===== src/rtl/orb_motion_if.sv =====
// orb_motion_if: frame-timing inputs and orb position/status outputs of the motion engine
interface orb_motion_if;
  logic       vsync;
  logic       pause;
  logic       boost;
  logic [9:0] orb1_x;
  logic [9:0] orb1_y;
  logic [9:0] orb2_x;
  logic [9:0] orb2_y;
  logic       update_done;
  logic [7:0] frame_count;
  modport master (output vsync, pause, boost,
                  input orb1_x, orb1_y, orb2_x, orb2_y, update_done, frame_count);
  modport slave (input vsync, pause, boost,
                 output orb1_x, orb1_y, orb2_x, orb2_y, update_done, frame_count);
endinterface


===== src/rtl/orb_motion_ctrl.sv =====
// orb_motion_ctrl: steps two bouncing orbs once per frame through one shared add/clamp unit
module orb_motion_ctrl #(
  parameter int X_MIN = 10,
  parameter int X_MAX = 630,
  parameter int Y_MIN = 10,
  parameter int Y_MAX = 470,
  parameter int STEP1 = 2,
  parameter int STEP2 = 3
) (
  input logic        clk,
  input logic        reset,
  orb_motion_if.slave bus
);
  typedef enum logic [2:0] {IDLE, UPD_X1, UPD_Y1, UPD_X2, UPD_Y2, DONE} state_t;
  state_t      state_q, state_d;
  logic        vsync_q, boost_q, ev, upd, at_lim;
  logic [7:0]  frame_q;
  logic [9:0]  pos_q [4];
  logic [3:0]  dir_q;
  logic [1:0]  sel;
  logic [10:0] pos, s, mn, mx, sum, dif;
  logic [9:0]  nxt;
  assign ev = vsync_q && !bus.vsync;
  // coordinate index 0..3 = x1, y1, x2, y2 follows the UPD_* encoding
  assign sel = 2'(state_q - 3'd1);
  assign upd = state_q inside {UPD_X1, UPD_Y1, UPD_X2, UPD_Y2};
  always_comb begin
    state_d = state_q;
    if (state_q == IDLE) state_d = (ev && !bus.pause) ? UPD_X1 : IDLE;
    else state_d = (state_q == DONE) ? IDLE : state_t'(state_q + 3'd1);
  end
  always_comb begin
    pos = {1'b0, pos_q[sel]};
    mn = sel[0] ? 11'(Y_MIN) : 11'(X_MIN);
    mx = sel[0] ? 11'(Y_MAX) : 11'(X_MAX);
    s = (sel[1] ? 11'(STEP2) : 11'(STEP1)) << boost_q;
    sum = pos + s;
    dif = pos - s;
    at_lim = dir_q[sel] ? pos >= mx : pos <= mn;
    nxt = dir_q[sel] ? (sum >= mx ? mx[9:0] : sum[9:0]) : (pos >= mn + s ? dif[9:0] : mn[9:0]);
  end
  always_ff @(posedge clk) begin
    if (reset) begin
      state_q  <= IDLE;
      vsync_q  <= 1'b1;
      boost_q  <= 1'b0;
      frame_q  <= '0;
      pos_q[0] <= 10'd300;
      pos_q[1] <= 10'd200;
      pos_q[2] <= 10'd340;
      pos_q[3] <= 10'd280;
      dir_q    <= 4'b1011;
    end else begin
      state_q <= state_d;
      vsync_q <= bus.vsync;
      frame_q <= frame_q + 8'(ev);
      if (state_q == IDLE && ev) boost_q <= bus.boost;
      if (upd && at_lim) dir_q[sel] <= ~dir_q[sel];
      if (upd && !at_lim) pos_q[sel] <= nxt;
    end
  end
  assign bus.orb1_x      = pos_q[0];
  assign bus.orb1_y      = pos_q[1];
  assign bus.orb2_x      = pos_q[2];
  assign bus.orb2_y      = pos_q[3];
  assign bus.update_done = state_q == DONE;
  assign bus.frame_count = frame_q;
endmodule


===== src/flat_wrapper.sv =====
// flat-port wrapper written by rule: the top's interface ports become plain ports
module orb_motion_ctrl_flat 
#(
  parameter int X_MIN = 10,
  parameter int X_MAX = 630,
  parameter int Y_MIN = 10,
  parameter int Y_MAX = 470,
  parameter int STEP1 = 2,
  parameter int STEP2 = 3
)
  (clk, reset, bus_vsync, bus_pause, bus_boost, bus_orb1_x, bus_orb1_y, bus_orb2_x, bus_orb2_y, bus_update_done, bus_frame_count);
  orb_motion_if bus_i ();
  input logic clk;
  input logic reset;
  input wire logic [$bits(bus_i.vsync)-1:0] bus_vsync;
  input wire logic [$bits(bus_i.pause)-1:0] bus_pause;
  input wire logic [$bits(bus_i.boost)-1:0] bus_boost;
  output wire logic [$bits(bus_i.orb1_x)-1:0] bus_orb1_x;
  output wire logic [$bits(bus_i.orb1_y)-1:0] bus_orb1_y;
  output wire logic [$bits(bus_i.orb2_x)-1:0] bus_orb2_x;
  output wire logic [$bits(bus_i.orb2_y)-1:0] bus_orb2_y;
  output wire logic [$bits(bus_i.update_done)-1:0] bus_update_done;
  output wire logic [$bits(bus_i.frame_count)-1:0] bus_frame_count;
  assign bus_i.vsync = bus_vsync;
  assign bus_i.pause = bus_pause;
  assign bus_i.boost = bus_boost;
  assign bus_orb1_x = bus_i.orb1_x;
  assign bus_orb1_y = bus_i.orb1_y;
  assign bus_orb2_x = bus_i.orb2_x;
  assign bus_orb2_y = bus_i.orb2_y;
  assign bus_update_done = bus_i.update_done;
  assign bus_frame_count = bus_i.frame_count;
  orb_motion_ctrl #(.X_MIN(X_MIN), .X_MAX(X_MAX), .Y_MIN(Y_MIN), .Y_MAX(Y_MAX), .STEP1(STEP1), .STEP2(STEP2)) u_core (.clk(clk), .reset(reset), .bus(bus_i));
endmodule

===== config.mk =====
export PLATFORM = sky130hd
export DESIGN_NAME = orb_motion_ctrl_flat
export DESIGN_NICKNAME = d
export VERILOG_FILES = /design/src/rtl/orb_motion_if.sv /design/src/rtl/orb_motion_ctrl.sv /design/src/flat_wrapper.sv
export SDC_FILE = /design/constraint.sdc
export NUM_CORES = 1
export LEC_CHECK = 0
export BUFFER_PORTS_ARGS = -buffer_cell sky130_fd_sc_hd__buf_2
export CAP_MARGIN = 20
export CORE_MARGIN = 5
export CORE_UTILIZATION = 62
export CTS_CLUSTER_SIZE = 8
export DETAILED_ROUTE_END_ITERATION = 8
export HOLD_SLACK_MARGIN = 0.05
export PLACE_DENSITY = 0.95
export RECOVER_POWER = 50
export REMOVE_ABC_BUFFERS = 1
export SLEW_MARGIN = 20
export SYNTH_ARGS = -nofsm -noshare
export SYNTH_HDL_FRONTEND = slang
export SYNTH_SLANG_ARGS = --single-unit
export TNS_END_PERCENT = 1

===== constraint.sdc =====
create_clock -name clk -period 11.9 [get_ports clk]
set_input_delay 0.595 -clock clk [delete_from_list [all_inputs] [get_ports clk]]
set_output_delay 0.595 -clock clk [all_outputs]
set_load 0.03 [all_outputs]

## Yosys cells after proc, flatten, opt, wreduce, memory -nomap -nowiden

Memory sizes are Yosys's and may differ from the RTL's.
Cells that the tools add are included.
Widths: inputs -> output; s select.

- Register bits: 17
- RAM bits: 40
- Input bits: 5
- Output and inout port bits: 49
- Logic and storage cells: 59
- Memories: 1

Memory list:

| name | depth | bits a word | rd ports | clocked after memory_dff | write ports | RTL line | RTL |
|---|---|---|---|---|---|---|---|
| u_core.pos_q | 4 | 10 | 5 | 0 | 4 | orb_motion_ctrl.sv:18 | `logic [9:0] pos_q [4];` |

- Add/sub/neg operators: 6
- Order comparisons: 6
- Equality and inequality tests: 5
- Shifts and indexed selects: 1
- Multiplexer cells: 22
- Bitwise gates (word level): 1
- Reduce and logical (&&, ||, !) cells: 12

Operators with widths:

| cell | count |
|---|---|
| $mux 10 | 5 |
| $ge 10x11->1 | 2 |
| $add 10x11->11 | 1 |
| $add 4x11->11 const A | 1 |
| $ge 11x11->1 | 1 |
| $mux 1 | 11 |
| $shl 2x1->11 | 1 |
| $le 10x4->1 const B | 1 |
| $reduce_or 10->1 | 1 |
| $sub 10x10->10 | 1 |
| $add 8x1->8 | 1 |
| $eq 3x2->1 const B | 2 |
| $eq 3x3->1 const B | 2 |
| $logic_and 1x1->1 | 6 |
| $mux 3 | 2 |
| $bwmux 4 | 1 |
| $reduce_bool 4->1 | 1 |
| $add 3x1->3 const B | 1 |
| $eq 3x1->1 const B | 1 |
| $logic_not 1->1 | 3 |
| $logic_not 3->1 | 1 |
| $lt 2x3->1 const B | 1 |
| $bmux 1 s2 | 1 |
| $demux 1 s2 | 1 |
| other kinds (4) | 4 |

## Logic depth before layout (Yosys ltp)

- Word-level depth: 11
- Gate-level depth with buffers: 23
- Gate-level depth less buffers: 18

## Worst setup path after synthesis

OpenSTA, ideal clock, no wires.

- Path kind: reg2reg
- Start: register u_core.state_q[0]
- End: memory u_core.pos_q[2][8] (data pin)
- Library setup time: 265 ps
- Arrival time: 4621 ps
- Required time: 11635 ps
- Slack: 7014 ps
- Cell stages (with the launch flop): 23
- Buffers on the path: 4
- Period minus slack after synthesis: 4886 ps
- Path through: dfxtp_1 buf_6 buf_2 inv_1 ha_1 buf_2 mux4_2 ha_1 fa_1 nor2b_1 nor2_1 nor2_1 nand2_1 xnor2_1 ha_1 a21o_1 a21oi_1 o31a_1 o21ai_0 clkbuf_1 o21ai_0 nor2_1 or3_1

RTL lines:

| element | RTL line | RTL |
|---|---|---|
| start: declaration | orb_motion_ctrl.sv:15 | `state_t state_q, state_d;` |
| start signal: assignment | orb_motion_ctrl.sv:54 | `state_q <= state_d;` |
| end: declaration | orb_motion_ctrl.sv:18 |  |

==> results.sh <==
export IMPL_status="finished, violations left"
export IMPL_violations="capacitance limit, slew limit"
export IMPL_core_area_um2=5540
export IMPL_drt_iter0_drc=571
export IMPL_gr_total_overflow=0
export IMPL_synth_edf_count=40
export IMPL_power_w=0.0006211
export IMPL_start_util_pct=63.93
export IMPL_vias=3241
export IMPL_postRouteAntennaNets=0
export IMPL_grt_pass1_wl_mm=17.42
export IMPL_top_layer_used="met4"
export IMPL_setup_tns_final_ns=0
export IMPL_stdcell_area_um2=3971
export IMPL_route_detailed_drc=0
export IMPL_cts_buffers_inserted=9
export IMPL_synth_flop_cell="edfxtp_1"
export IMPL_hold_class="primary input to register"
export IMPL_critPathLaunchType="register"
export IMPL_fillers=369
export IMPL_vias_per_cell=6.838
export IMPL_cts_tree="done"
export IMPL_pin_count=54
export IMPL_cp_cell_sequence="clkbuf_1, mux4_1, ha_1, inv_1, a21oi_1, nor2_1, and3_1, xor2_1, ha_1, a21oi_1, o31a_1, o21ai_0, o32ai_1, nor2_1"
export IMPL_timing_final_hold_violations=0
export IMPL_route_met3_wl_mm=1.254
export IMPL_reg2regPathDepth=14
export IMPL_fin_skew_ns=0.009851
export IMPL_power_density_nw_per_um2=156.4
export IMPL_cp_slowest_cell="clkbuf_1"
export IMPL_min_period_over_period_pct=50.69
export IMPL_critical_path_class="register to register"
export IMPL_grt_usage_pct=31.06
export IMPL_routed_wl_mm=10.84
export IMPL_wl_met1_mm=3.889
export IMPL_grt_max_degree=25
export IMPL_syn_to_final_growth_pct=12.12
export IMPL_gp_congestion=0.9494
export IMPL_clock_fmax_ghz=0.1658
export IMPL_hold_buffers=0
export IMPL_final_nets=428
export IMPL_relSlewSlack_pct=-4.306
export IMPL_cp_required_ns=11.95
export IMPL_die_h_um=85.59
export IMPL_post_dp_cell_area_um2=3815
export IMPL_met2WireLength_mm=5.093
export IMPL_async_flop_share_pct=0
export IMPL_drv_slew=25
export IMPL_holdPathStages=2
export IMPL_tightest_slew_ns=1.565
export IMPL_synth_seq_area_share_pct=43.52
export IMPL_path_clk_slew_ns=0.07
export IMPL_ys_types=52
export IMPL_clockBufferDepth=2
export IMPL_worstPathMaxFanout=24
export IMPL_cts_setup_buffers=0
export IMPL_antenna_cells=0
export IMPL_clk_latency_ns=0.34
export IMPL_place_hpwl_mm=6.732
export IMPL_synth_avg_cell_area_um2=10.15
export IMPL_first_pass_iters=5
export IMPL_p_leak_nw=1.489
export IMPL_cts_resized=0
export IMPL_rsz0062_at_grt="no"
export IMPL_syn_inst=349
export IMPL_drive_above_1_share_pct=8.458
export IMPL_avgRoutedWirePerCell_um=22.87
export IMPL_synth_seq_cells=57
export IMPL_finalCriticalPeriod_ns=6.032
export IMPL_clock_sinks=57
export IMPL_cts_root_buf="clkbuf_8"
export IMPL_max_cap_violations=1
export IMPL_die_area_um2=7325
export IMPL_die_w_um=85.59
export IMPL_worstPathArrival_ns=6.08
export IMPL_antenna_found_initial=0
export IMPL_cp_end_kind="register"
export IMPL_synthesis_area_um2=3542
export IMPL_grt_pass1_vias=3112
export IMPL_ys_warn_count=0
export IMPL_report_final_setup_viol=0
export IMPL_io_buffers=53
export IMPL_fp_row_count=27
export IMPL_cp_slowest_stage_delay_ns=1.15
export IMPL_h_tree_depth=3
export IMPL_irDropWorstVdd_v=0.0001308
==> cells by family after synthesis <==
group | synth area share [%]
buffers and inverters | 4.133
adder cells (fa/ha/maj) | 9.608
AND/OR/NAND/NOR | 19.60
AO/OA/AOI/OAI | 11.09
XOR/XNOR | 4.451
multiplexers | 7.595
flip-flops | 43.52
==> flip-flops by register name, indices dropped and copies added, names as in the netlist <==
name                    count
u_core.vsync_q              1
u_core.state_q              3
u_core.bus.frame_count      8
u_core.pos_q               40
u_core.dir_q                4
u_core.boost_q              1
==> worst max-delay path, delay by kind of cell (launching register included) <==
kind	cells	cell delay [ns]
flops	1	0.36
fa+ha+maj	2	0.75
mux	1	0.80
xor+xnor	1	0.16
compound gates	5	1.87
buf+inv	2	1.23
simple gates	3	0.54
==> path summary, 6_finish.rpt <==
check / start / end / slack, ns
worst max register to register: u_core.state_q[0] / u_core.pos_q[2][1] / 5.87
worst max-delay path: u_core.state_q[0] / u_core.pos_q[2][1] / 5.87
worst min-delay path: bus_vsync / u_core.vsync_q / 0.46
worst min register to register: u_core.dir_q[0] / u_core.dir_q[0] / 0.46
==> metal layers <==
layer  GRT usage (%)  vias up
li1                -     1344
met1           39.30     1514
met2           49.93      320
met3           6.916       63
met4           16.12        0
met5               0        -
==> cells in the mapped netlist (all sizes together) (6+ instances only) <==
cell | count | area, µm²
nor2b | 6 | 37.54
or3 | 8 | 50.05
edfxtp | 40 | 1201
nand2 | 40 | 150.1
xnor2 | 8 | 70.07
nor2 | 53 | 198.9
xor2 | 10 | 87.58
dfxtp | 17 | 340.3
nand3 | 8 | 40.04
ha | 24 | 300.3
a21o | 6 | 45.04
clkbuf | 9 | 33.78
mux4 | 10 | 229.0
o21ai | 10 | 50.05
buf | 9 | 63.81
inv | 13 | 48.80
a21oi | 14 | 73.82
==> stage by stage <==
step                      std cells  hold slack (ns)  setup WS [ns]  utilization, %
after CTS                       474           0.4573          6.256           73.06
after floorplan                 331           0.4270          6.436               -
after global placement          458           0.4508          6.720           68.86
final                           474           0.4585          5.868           71.68
after global routing            474           0.4644          5.357           71.68
after detailed placement        458           0.4494          6.478           68.86
==> power by group <==
| part | switching, W | total (W) | internal, W |
|---|---|---|---|
| Sequential | 0.00000563 | 0.000225 | 0.000220 |
| Clock | 0.0000815 | 0.000219 | 0.000137 |
| Combinational | 0.000118 | 0.000177 | 0.0000591 |
| Total | 0.000205 | 0.000621 | 0.000416 |
==> cell type report <==
class	instances	area [µm²]	share of cell area, %
clock inverters	7	108.9	2.741
inverters	13	48.80	1.229
flip-flops and latches	57	1541	38.82
multi-input cells	261	1848	46.53
well taps	72	90.09	2.268
clock buffers	9	123.9	3.119
repair buffers	55	210.2	5.293
==> layout by cell type (no fill, tap or decap), types with 2 or more instances in the layout <==
master,Yosys,layout
inv_1,13,13
nor3_1,5,5
nor4_1,4,4
ha_1,24,24
o21ai_0,10,10
nand3b_1,2,2
and3_1,3,3
nand3_1,8,8
or2_2,3,3
dfxtp_1,17,17
edfxtp_1,40,40
a21o_1,6,6
a21oi_1,13,14
nand4_1,4,4
xor2_1,10,10
xnor2_1,8,8
clkbuf_1,9,52
mux4_2,9,9
nor2b_1,6,6
or3_1,8,8
nand2_1,40,40
bufinv_16,0,3
nand2b_1,4,4
and2_1,5,4
clkinv_2,0,3
buf_2,6,3
o21a_1,2,2
a211oi_1,3,3
clkbuf_8,0,9
nor2_1,53,53
fa_1,2,2
o22a_1,3,3
nor3b_1,2,2
mux2i_1,4,3
Power figures use the tool's default switching activity.
